File: config.mk
export PLATFORM = sky130hd
export DESIGN_NAME = cgra_config_receiver
export DESIGN_NICKNAME = d
export VERILOG_FILES = /design/src/rtl/cgra_config_pkg.sv /design/src/rtl/cgra_config_fifo.sv /design/src/rtl/cgra_config_receiver.sv
export SDC_FILE = /design/constraint.sdc
export NUM_CORES = 1
export LEC_CHECK = 0
export ABC_AREA = 1
export BUFFER_PORTS_ARGS = -buffer_cell sky130_fd_sc_hd__buf_2
export CORE_MARGIN = 1
export CORE_UTILIZATION = 40
export CTS_CLUSTER_DIAMETER = 80
export DETAILED_ROUTE_END_ITERATION = 16
export PLACE_DENSITY = 0.64
export SYNTH_ARGS = -nofsm -noshare
export SYNTH_HDL_FRONTEND = slang
export SYNTH_SLANG_ARGS = --single-unit
File: constraint.sdc
create_clock -name clk_in -period 10.1 [get_ports clk_in]
set_input_delay 1.01 -clock clk_in [delete_from_list [all_inputs] [get_ports clk_in]]
set_output_delay 1.01 -clock clk_in [all_outputs]
set_load 0.01 [all_outputs]
File: src/rtl/cgra_config_pkg.sv
`default_nettype none
// ============================================================================
// Module   : cgra_config_pkg
// Purpose  : Shared address-field slices, FSM state and buffered word type
//            for the CGRA tile configuration receiver.
// Revision : 1.0 - initial release
// ============================================================================
package cgra_config_pkg;

   localparam int ADDR_REG_MSB  = 31;
   localparam int ADDR_REG_LSB  = 24;
   localparam int ADDR_FEAT_MSB = 23;
   localparam int ADDR_FEAT_LSB = 16;
   localparam int ADDR_TILE_MSB = 15;
   localparam int ADDR_TILE_LSB = 0;

   typedef enum logic [1:0] {
      CFG_IDLE  = 2'd0,
      CFG_LOAD  = 2'd1,
      CFG_DRAIN = 2'd2,
      CFG_DONE  = 2'd3
   } cfg_state_t;

   // "reg" is a keyword, so the register field is named reg_idx.
   typedef struct packed {
      logic [7:0]  reg_idx;
      logic [7:0]  feature;
      logic [31:0] data;
   } cfg_word_t;

endpackage : cgra_config_pkg
`default_nettype wire

File: src/rtl/cgra_config_fifo.sv
`default_nettype none
// ============================================================================
// Module   : cgra_config_fifo
// Purpose  : First-word fall-through FIFO of configuration words.
// Revision : 1.0 - initial release
// ============================================================================
module cgra_config_fifo
   import cgra_config_pkg::*;
#(
   parameter int DEPTH = 4
) (
   input  logic                     clk_in,
   input  logic                     reset_in,
   input  logic                     push,
   input  cfg_word_t                wr_word,
   input  logic                     pop,
   output cfg_word_t                rd_word,
   output logic                     full,
   output logic                     empty,
   output logic [$clog2(DEPTH):0]   count
);

   localparam int                   c_PTR_W    = $clog2(DEPTH);
   localparam logic [c_PTR_W:0]     c_FULL_CNT = (c_PTR_W + 1)'(DEPTH);

   cfg_word_t              r_mem [DEPTH];
   logic [c_PTR_W-1:0]     r_wr_ptr;
   logic [c_PTR_W-1:0]     r_rd_ptr;
   logic [c_PTR_W:0]       r_count;
   logic                   w_push_ok;
   logic                   w_pop_ok;

   assign empty   = (r_count == '0);
   assign full    = (r_count == c_FULL_CNT);
   assign count   = r_count;
   assign rd_word = r_mem[r_rd_ptr];

   // A full FIFO still accepts a push when the head leaves in the same cycle.
   assign w_pop_ok  = pop && !empty;
   assign w_push_ok = push && (!full || w_pop_ok);

   always_ff @(posedge clk_in) begin
      if (reset_in) begin
         for (int i = 0; i < DEPTH; i++) begin
            r_mem[i] <= '0;
         end
      end else if (w_push_ok) begin
         r_mem[r_wr_ptr] <= wr_word;
      end
   end

   always_ff @(posedge clk_in) begin
      if (reset_in) begin
         r_wr_ptr <= '0;
         r_rd_ptr <= '0;
         r_count  <= '0;
      end else begin
         if (w_push_ok) begin
            r_wr_ptr <= r_wr_ptr + 1'b1;
         end
         if (w_pop_ok) begin
            r_rd_ptr <= r_rd_ptr + 1'b1;
         end
         case ({w_push_ok, w_pop_ok})
            2'b10:   r_count <= r_count + 1'b1;
            2'b01:   r_count <= r_count - 1'b1;
            default: r_count <= r_count;
         endcase
      end
   end

endmodule : cgra_config_fifo
`default_nettype wire

File: src/rtl/cgra_config_receiver.sv
`default_nettype none
// ============================================================================
// Module   : cgra_config_receiver
// Purpose  : Tile-side config bus responder: address filter, word buffer,
//            end-of-configuration detection and overflow flag.
// Revision : 1.0 - initial release
// ============================================================================
module cgra_config_receiver
   import cgra_config_pkg::*;
#(
   parameter logic [15:0] TILE_ID     = 16'h0000,
   parameter logic [15:0] BCAST_ID    = 16'hFFFF,
   parameter int          DEPTH       = 4,
   parameter int          IDLE_CYCLES = 8
) (
   input  logic        clk_in,
   input  logic        reset_in,
   input  logic [31:0] config_addr_in,
   input  logic [31:0] config_data_in,
   output logic        cfg_wr_valid,
   input  logic        cfg_wr_ready,
   output logic [7:0]  cfg_wr_feature,
   output logic [7:0]  cfg_wr_reg,
   output logic [31:0] cfg_wr_data,
   output logic [15:0] cfg_wr_count,
   output logic        overflow_err,
   output logic        config_done_out
);

   localparam int                  c_IDLE_W    = $clog2(IDLE_CYCLES + 1);
   localparam logic [c_IDLE_W-1:0] c_IDLE_MAX  = c_IDLE_W'(IDLE_CYCLES);
   localparam logic [c_IDLE_W-1:0] c_IDLE_LAST = c_IDLE_W'(IDLE_CYCLES - 1);

   logic                   w_addr_nz;
   logic [15:0]            w_tile;
   logic                   w_match;
   logic                   w_pop;
   logic                   w_full;
   logic                   w_empty;
   logic [$clog2(DEPTH):0] w_fifo_count;
   cfg_word_t              w_push_word;
   cfg_word_t              w_head;
   cfg_state_t             r_state;
   cfg_state_t             w_state_next;
   logic [c_IDLE_W-1:0]    r_idle_cnt;
   logic [15:0]            r_wr_count;
   logic                   r_overflow;
   logic                   w_done;

   assign w_addr_nz   = (config_addr_in != '0);
   assign w_tile      = config_addr_in[ADDR_TILE_MSB:ADDR_TILE_LSB];
   assign w_match     = w_addr_nz && ((w_tile == TILE_ID) || (w_tile == BCAST_ID));
   assign w_push_word = {config_addr_in[ADDR_REG_MSB:ADDR_REG_LSB],
                         config_addr_in[ADDR_FEAT_MSB:ADDR_FEAT_LSB],
                         config_data_in};
   assign w_pop       = cfg_wr_valid && cfg_wr_ready;

   cgra_config_fifo #(
      .DEPTH (DEPTH)
   ) u_fifo (
      .clk_in   (clk_in),
      .reset_in (reset_in),
      .push     (w_match),
      .wr_word  (w_push_word),
      .pop      (w_pop),
      .rd_word  (w_head),
      .full     (w_full),
      .empty    (w_empty),
      .count    (w_fifo_count)
   );

   assign cfg_wr_valid    = !w_empty;
   assign cfg_wr_reg      = w_head.reg_idx;
   assign cfg_wr_feature  = w_head.feature;
   assign cfg_wr_data     = w_head.data;
   assign cfg_wr_count    = r_wr_count;
   assign overflow_err    = r_overflow;
   assign config_done_out = w_done;

   always_ff @(posedge clk_in) begin
      if (reset_in) begin
         r_idle_cnt <= '0;
         r_wr_count <= '0;
         r_overflow <= 1'b0;
      end else begin
         if (w_addr_nz) begin
            r_idle_cnt <= '0;
         end else if (r_idle_cnt != c_IDLE_MAX) begin
            r_idle_cnt <= r_idle_cnt + 1'b1;
         end
         if (w_pop && (r_wr_count != 16'hFFFF)) begin
            r_wr_count <= r_wr_count + 16'd1;
         end
         if (w_match && w_full && !w_pop) begin
            r_overflow <= 1'b1;
         end
      end
   end

   always_ff @(posedge clk_in) begin
      if (reset_in) begin
         r_state <= CFG_IDLE;
      end else begin
         r_state <= w_state_next;
      end
   end

   // Zero-address cycles only count toward completion once a load has begun.
   always_comb begin
      w_state_next = r_state;
      case (r_state)
         CFG_IDLE: begin
            if (w_addr_nz) w_state_next = CFG_LOAD;
         end
         CFG_LOAD: begin
            if (!w_addr_nz && (r_idle_cnt == c_IDLE_LAST)) w_state_next = CFG_DRAIN;
         end
         CFG_DRAIN: begin
            if (w_addr_nz)                 w_state_next = CFG_LOAD;
            else if (w_fifo_count == '0)   w_state_next = CFG_DONE;
         end
         CFG_DONE: begin
            if (w_addr_nz) w_state_next = CFG_LOAD;
         end
         default: w_state_next = CFG_IDLE;
      endcase
   end

   always_comb begin
      w_done = (r_state == CFG_DONE);
   end

endmodule : cgra_config_receiver
`default_nettype wire
==> results of run 1 <==
-- cell families (layout without fill, tap and decap cells) --
kind of cell / after synthesis / after routing
AOI/OAI and AO/OA: 187 / 187
xor gates and xnor gates: 2 / 2
adders and majority gates: 8 / 8
buffers and inverters: 152 / 273
DFF: 224 / 224
other: 0 / 1
and+or+nand+nor: 429 / 429
-- Yosys cell counts --
| library cell | number |
|---|---|
| a21oi_1 | 21 |
| buf_1 | 1 |
| buf_2 | 12 |
| buf_4 | 4 |
| buf_6 | 5 |
| clkbuf_1 | 43 |
| dfxtp_1 | 32 |
| edfxtp_1 | 192 |
| fa_1 | 1 |
| ha_1 | 7 |
| inv_1 | 84 |
| inv_2 | 3 |
| nand2_1 | 52 |
| nand2_2 | 1 |
| nand3_1 | 13 |
| nand3_2 | 1 |
| nand3b_4 | 1 |
| nand4_1 | 9 |
| nor2_1 | 239 |
| nor2_2 | 1 |
| nor2_4 | 2 |
| nor3_1 | 86 |
| nor3_2 | 20 |
| nor3b_1 | 2 |
| nor4_1 | 1 |
| o21ai_0 | 116 |
| o21ai_1 | 1 |
| o22ai_1 | 48 |
| o31ai_1 | 1 |
| or2_2 | 1 |
| xor2_1 | 2 |
-- layer usage --
| metal | vias up | track usage (%) |
|---|---|---|
| met1 | 3521 | 22.6 |
| met4 | 0 | 4.63 |
| met2 | 219 | 32.3 |
| li1 | 3680 | - |
| met5 | - | 0 |
| met3 | 34 | 3.77 |
-- sequential cells by signal, summed over array words and instances (netlist names), named ones only --
register,cells
u_fifo.r_mem,192
cfg_wr_count,16
r_idle_cnt,4
u_fifo.count,3
r_state,2
u_fifo.r_rd_ptr,2
u_fifo.r_wr_ptr,2
overflow_err,1
-- metrics by stage --
stage / area, µm² / power (mW) / hold slack (ns) / std cells / utilization, %
after floorplan: 10100 / 1.12 / 0.436 / 1002 / -
after global placement: 11000 / 1.16 / 0.439 / 1403 / 44.7
after detailed placement: 11000 / 1.16 / 0.448 / 1403 / 44.7
after CTS: 11800 / 2.03 / 0.458 / 1447 / 48.0
after global routing: 11800 / 2.08 / 0.486 / 1447 / 48.0
final: 11800 / 2.02 / 0.453 / 1448 / 48.0
-- worst register-to-register path, delay by kind of cell, from the launching register on --
kind	cells	cell delay [ns]
AND/OR/NAND/NOR	5	0.82
buffers and inverters	3	1.45
flip-flops	1	0.29
-- where the power goes --
part           internal, mW  switching, mW
clock                 0.536          0.341
combinational        0.0329         0.0656
sequential             1.03        0.00985
-- layout by cell type (no fill, tap or decap), types with 2 or more instances in the layout --
cell	count
xor2_1	2
buf_4	9
clkbuf_8	5
clkbuf_1	8
nor2_4	2
clkbuf_2	3
nand2_1	51
dfxtp_1	30
a21oi_1	21
nor3_1	86
nand3_1	13
inv_2	5
edfxtp_1	192
inv_1	80
nand4_1	9
o21ai_4	2
ha_1	7
buf_2	133
o22ai_1	48
nor3b_1	2
nand2_2	2
nor2_1	239
nor3_2	20
clkbuf_16	26
o21ai_0	114
-- how the worst min path moves through the flow --
stage                             startpoint      endpoint  cells after the start
after CTS                       overflow_err  overflow_err                      2
after detailed placement        overflow_err  overflow_err                      2
after global routing            overflow_err  overflow_err                      2
final                           overflow_err  overflow_err                      2
after global placement          overflow_err  overflow_err                      2
after floorplan           u_fifo.r_rd_ptr[1]      register                      2
-- final cells by class --
class / count / share of cell area, %
inverters: 87 / 2.79
flip-flops and latches: 224 / 54.4
repair buffers: 142 / 6.22
clock buffers: 42 / 6.49
multi-input cells: 626 / 26.3
clock inverters: 2 / 0.297
well taps: 324 / 3.44
diodes: 1 / 0.0212
==> out/qor.yml, run 1 <==
fin_nets: 1180
cp.depth: 5
rsz0062_at_grt: "false"
grt_pass1_wl_mm: 37.4
die_h_um: 161
crit_type: "reg2out"
crit_slowest_cell: "dfxtp_4"
worst-slew-pin-transition_ns: 1.15
max_stage_delay_ns: 1.04
min_period_ns: 4.19
postCtsSetupBuffers: 0
cp-start-kind: "register"
pre_cts_slack_ns: 6.20
globalplace.congestion: 0.802
die-area_mm2: 0.0259
power.leakage_nw: 4.54
io_buffers: 133
muxShareOfSynthArea_pct: 0
post_cts_resized: 0
hp-class: "reg2reg"
r2r_start: "u_fifo.count[0]"
wirelength_mm: 23.7
vdd_drop_max_v: 0.000104
setup_slack_ns: 5.91
met3_length_mm: 1.74
h-tree-depth: 1
finalHoldViolCount: 0
holdBufCountCts: 0
r2r_slack_ns: 7.23
grt_pass1_vias: 7315
yosysSeqAreaShare_pct: 63.4
worstPathRequired_ns: 9.09
dr.max_layer_used: "met4"
antenna_found_initial: 2
synth_top_family_by_area: "simple AND/OR/NAND/NOR gates"
cts_buffers: 24
viasPerCell: 5.15
syn_area_per_cell_um2: 10.1
synthTopCellsByArea: "edfxtp_1 57%, nor2_1 8.9%, dfxtp_1 6.3%, o21ai_0 5.7%, nor3_1 4.3%"
hpwl_mm: 12.8
synth_area_mm2: 0.0101
io_pins: 134
final.fill_count: 2250
ant_nets: 0
synth_top_area_share_pct: 57.1
ys_warn_count: 0
finalSetupViolations: 0
firstDrtPassIters: 5
regArea_mm2: 0.00641
path_clk_slew_ns: 0.06
status: "finished clean"
crit_arrival_ns: 3.18
relSlewSlack_pct: 23.5
r2r-end: "u_fifo.r_mem[2][34]"
slew_violations: 0
skew_ns: 0.0128
cts_tree: "yes"
drive_gt1_share_pct: 19.3
reg2regPathDepth: 8
yosys.area_share.adder_pct: 1.06
fin_crit_sh_pct: 41.5
wl_met2_mm: 11.4
critical_path.max_fanout: 97
end_kind: "output pin"
clk_latency_ns: 0.51
crit_family: "buffers and inverters"
drc_errors: 0
overflow: 0
multi_input_area_mm2: 0.00310
endpoint: "cfg_wr_data[6]"
cts_sinks: 224
cp_cell_sequence: "inv_2 -> buf_4 -> o21ai_0 -> o22ai_1 -> buf_2"
ys_types: 31
core-area_mm2: 0.0245
wl_per_cell_um: 16.4
yosys.area_share.simple_pct: 19.2
vias: 7454
syn2layout_area_growth_pct: 16.6
syn_inst: 1002
max_cap_viol_count: 0
setup_total_negative_slack_ns: 0
fp.dieW_um: 161
start_util_pct: 41.2
grt_usage_pct: 18.3
clk_path_buf_depth: 3
synth_top_cell_by_area: "edfxtp_1"
syn-num-nets: 1077
synth-compound-area-share_pct: 9.88
path_buf_inv: 3
p_per_area_mw_per_mm2: 171
synth-xor-area-share_pct: 0.173
fmax_mhz: 239
ys_ff_latch: 224
drt_iter0_drc: 519
grt_max_degree: 98
clockRootBuffer: "clkbuf_16"
num_rows: 57
wl_met1_mm: 10.1
Note: power is estimated with default switching activity, not from simulation.
==> run 2: changes to the inputs <==
--- a/config.mk
+++ b/config.mk
@@ -5,7 +5,7 @@
 export SDC_FILE = /design/constraint.sdc
 export NUM_CORES = 1
 export LEC_CHECK = 0
-export ABC_AREA = 1
+export ABC_AREA = 0
 export BUFFER_PORTS_ARGS = -buffer_cell sky130_fd_sc_hd__buf_2
 export CORE_MARGIN = 1
 export CORE_UTILIZATION = 40
==> constraint.sdc (replaced) <==
create_clock -name clk_in -period 4.1 [get_ports clk_in]
set_input_delay 0.41 -clock clk_in [delete_from_list [all_inputs] [get_ports clk_in]]
set_output_delay 0.41 -clock clk_in [all_outputs]
set_load 0.01 [all_outputs]
==> run 2 against run 1 <==
  * Highest routed layer is now met5
  * Worst hold slack lost 0.23 ns
  * Largest cell class unchanged
  * First-iteration DRC count down 13%
  * Area after synthesis grew 2.8%
  * Cell count shrank 19%
  * Total power increased by 140%
  * Synthesized cell count decreased by 30%
  * Flip-flop and latch count is the same
  * Clock-buffer cell count shrank 13
==> out/qor.yml, run 2 <==
status: "finished clean"
hpwl_mm: 13.5  # +5.3%
max_cap_viol_count: 0  # unchanged
synth_most_common_cell: "edfxtp_1"
die_h_um: 163  # +1.4%
instances_no_fill: 1167  # -19%
fmax_mhz: 357
syn-num-nets: 774  # -28%
yosysSeqAreaShare_pct: 61.7  # -1.7 points
wl_per_cell_um: 19.5  # +19%
regMostFlops: "u_fifo.r_mem"
synth-compound-area-share_pct: 1.78  # -8.1 points
synth_top_area_share_pct: 55.5  # -1.5 points
synth_commonest_cells: "192 x edfxtp_1, 91 x and3_1, 48 x and2_1, 48 x mux4_2"
io_buffers: 133  # unchanged
mostFrequentLayoutCells: "192 x edfxtp_1, 133 x buf_2, 91 x and3_1"
grt_pass1_vias: 6513  # -11%
ant_nets: 0  # unchanged
grt_pass1_wl_mm: 36.1  # -3.5%
cts_sinks: 224  # unchanged
cp.depth: 3  # -2
antenna_found_initial: 2  # unchanged
worst-slew-pin-transition_ns: 1.03  # -0.116 ns
rsz0062_at_grt: "false"
wirelength_mm: 22.8  # -4.0%
die-area_mm2: 0.0266  # +2.8%
crit_arrival_ns: 2.39  # -0.79 ns
io_pins: 134  # unchanged
ys_types: 50  # +61%
crit_slowest_cell: "dfxtp_2"
yosys.area_share.simple_pct: 19.6  # +0.43 points
syn2layout_area_growth_pct: 16.3
synthTopCellsByArea: "edfxtp_1 56%, mux4_2 10%, dfxtp_1 6.2%, and3_1 5.5%, nor4b_2 3.6%"
hp-class: "in2reg"
ys_ff_latch: 224  # unchanged
dp.cells: 1124  # -20%
layout_commonest_cell: "edfxtp_1"
diodes: 0  # -1
drive_gt1_share_pct: 33.1  # +14 points
hold-path-cell-count: 2  # unchanged
vias: 6306  # -15%
drc_errors: 0  # unchanged
firstDrtPassIters: 4  # -1
clk_latency_ns: 0.50  # about the same
path_buf_inv: 2  # -1
fin_nets: 895  # -24%
holdBufCountCts: 0  # unchanged
cts_buffers: 24  # unchanged
grt_usage_pct: 17.5  # -0.74 points
relSlewSlack_pct: 31.4  # +7.9 points
final.fill_count: 2177  # -3.2%
max_stage_delay_ns: 0.89  # -0.15 ns
r2r_slack_ns: 1.49  # -5.74 ns
synth-xor-area-share_pct: 1.77  # +1.6 points
h-tree-depth: 1  # unchanged
multi_input_area_mm2: 0.00362  # +17%
postCtsSetupBuffers: 0  # unchanged
syn_inst: 699  # -30%
core-area_mm2: 0.0253  # +3.2%
syn_area_per_cell_um2: 14.9  # +47%
path_clk_slew_ns: 0.06  # about the same
synth_edf_count: 192  # unchanged
clockRootBuffer: "clkbuf_16"
finalSetupViolations: 0  # unchanged
reg2regPathDepth: 9  # +1
post_cts_resized: 0  # unchanged
overflow: 0  # unchanged
worstPathRequired_ns: 3.69  # -5.40 ns
p_per_area_mw_per_mm2: 399  # +130%
largest_reg_flops: 192  # unchanged
slew_violations: 0  # unchanged
crit_type: "reg2out"
ys_warn_count: 0  # unchanged
synthArstFlopShare_pct: 0  # unchanged
finalHoldViolCount: 0  # unchanged
vdd_drop_max_v: 0.000232  # +120%
cp_cell_sequence: "buf_4 -> mux4_2 -> buf_2"
synth_area_mm2: 0.0104  # +2.8%
end_kind: "output pin"
viasPerCell: 5.40  # +5.0%
grt_max_degree: 140  # +43%
synth_top_cell_by_area: "edfxtp_1"
r2r-end: "u_fifo.count[2]"
setup_total_negative_slack_ns: 0  # unchanged
globalplace.congestion: 0.774  # -3.5%
clk_path_buf_depth: 3  # unchanged
synthFlopType: "edfxtp_1"
regArea_mm2: 0.00641  # about the same
fin_crit_sh_pct: 68.2
crit_family: "flip-flops"
num_rows: 58  # +1.8%
cts_tree: "yes"
fp.dieW_um: 163  # +1.4%
muxShareOfSynthArea_pct: 10.5  # +11 points
r2r_start: "u_fifo.count[2]"
drt_iter0_drc: 453  # -13%
cp-start-kind: "register"
min_period_ns: 2.80
start_util_pct: 41.0  # -0.18 points
yosys.area_share.adder_pct: 1.04  # -0.029 points
endpoint: "cfg_wr_reg[6]"
skew_ns: 0.00546  # -0.00731 ns
synth_top_family_by_area: "simple AND/OR/NAND/NOR gates"
critical_path.max_fanout: 31  # -68%
power.leakage_nw: 4.57  # +0.48%
==> run 2: cell types whose count changed after synthesis, moves of 48 or more <==
cell | previous run | this run
nor2_1 | 239 | 32
inv_1 | 84 | 11
nor3_1 | 86 | 24
o22ai_1 | 48 | 0
mux4_2 | 0 | 48
o21ai_0 | 116 | 4
and3_1 | 0 | 91
and2_1 | 0 | 48
==> run 2: cell families (layout without fill, tap and decap cells) <==
| group | count (synthesis) | in the layout |
|---|---|---|
| compound gates | 27 | 27 |
| xor+xnor | 21 | 21 |
| fa+ha+maj | 8 | 8 |
| buf+inv | 66 | 204 |
| flops | 224 | 224 |
| mux | 49 | 49 |
| simple gates | 304 | 304 |
==> run 2: worst register-to-register path, stage by stage (launching register included) <==
cell and delay (ns):
dfxtp_1 0.44, nor4b_2 0.56, nor2_1 0.22, inv_1 0.10
ha_1 0.19, inv_1 0.07, fa_1 0.38, xor2_1 0.16
or3_1 0.30, a21oi_1 0.14
==> run 2: worst min path at each step <==
stage / from / to / slack (ns)
3_5_place_dp: overflow_err / overflow_err / 0.47
6_report: config_data_in[16] / u_fifo.r_mem[3][16] / 0.22
2_1_floorplan: u_fifo.r_rd_ptr[1] / register / 0.48
4_1_cts: config_data_in[3] / u_fifo.r_mem[3][3] / 0.20
3_3_place_gp: overflow_err / overflow_err / 0.45
5_1_grt: config_data_in[16] / u_fifo.r_mem[3][16] / 0.21
==> run 2: final cells by class <==
cell class,instances,share of cell area [%]
Tap cell,330,3.42
Multi-Input combinational cell,409,29.9
Timing Repair Buffer,149,6.92
Sequential cell,224,53.1
Clock inverter,14,0.797
Inverter,12,0.373
Clock buffer,29,5.47
==> run 2: metal layers <==
layer,track usage [%],wire (µm)
met5,0,17
met4,3.19,272
met3,3.12,1480
met2,30.7,11500
met1,22.8,9540
==> run 2: through the flow <==
stage          instance area (µm²)  total power [mW]  setup WS [ns]  utilization, %  hold WS, ns
6_report                     12100              4.82           1.30            47.7        0.220
5_1_grt                      12100              4.98           1.15            47.7        0.215
4_1_cts                      12100              4.87           1.24            47.7        0.205
3_5_place_dp                 11300              2.81          0.995            44.7        0.468
3_3_place_gp                 11300              2.81          0.988            44.7        0.450
2_1_floorplan                10400              2.70           1.41               -        0.485
==> run 2: power by group <==
group | internal (mW) | switching [mW] | total (mW) | leakage (nW)
sequential | 2.54 | 0.0216 | 2.56 | 2.19
combinational | 0.0840 | 0.117 | 0.201 | 2.00
clock | 1.20 | 0.856 | 2.06 | 0.368
total | 3.83 | 0.994 | 4.82 | 4.57
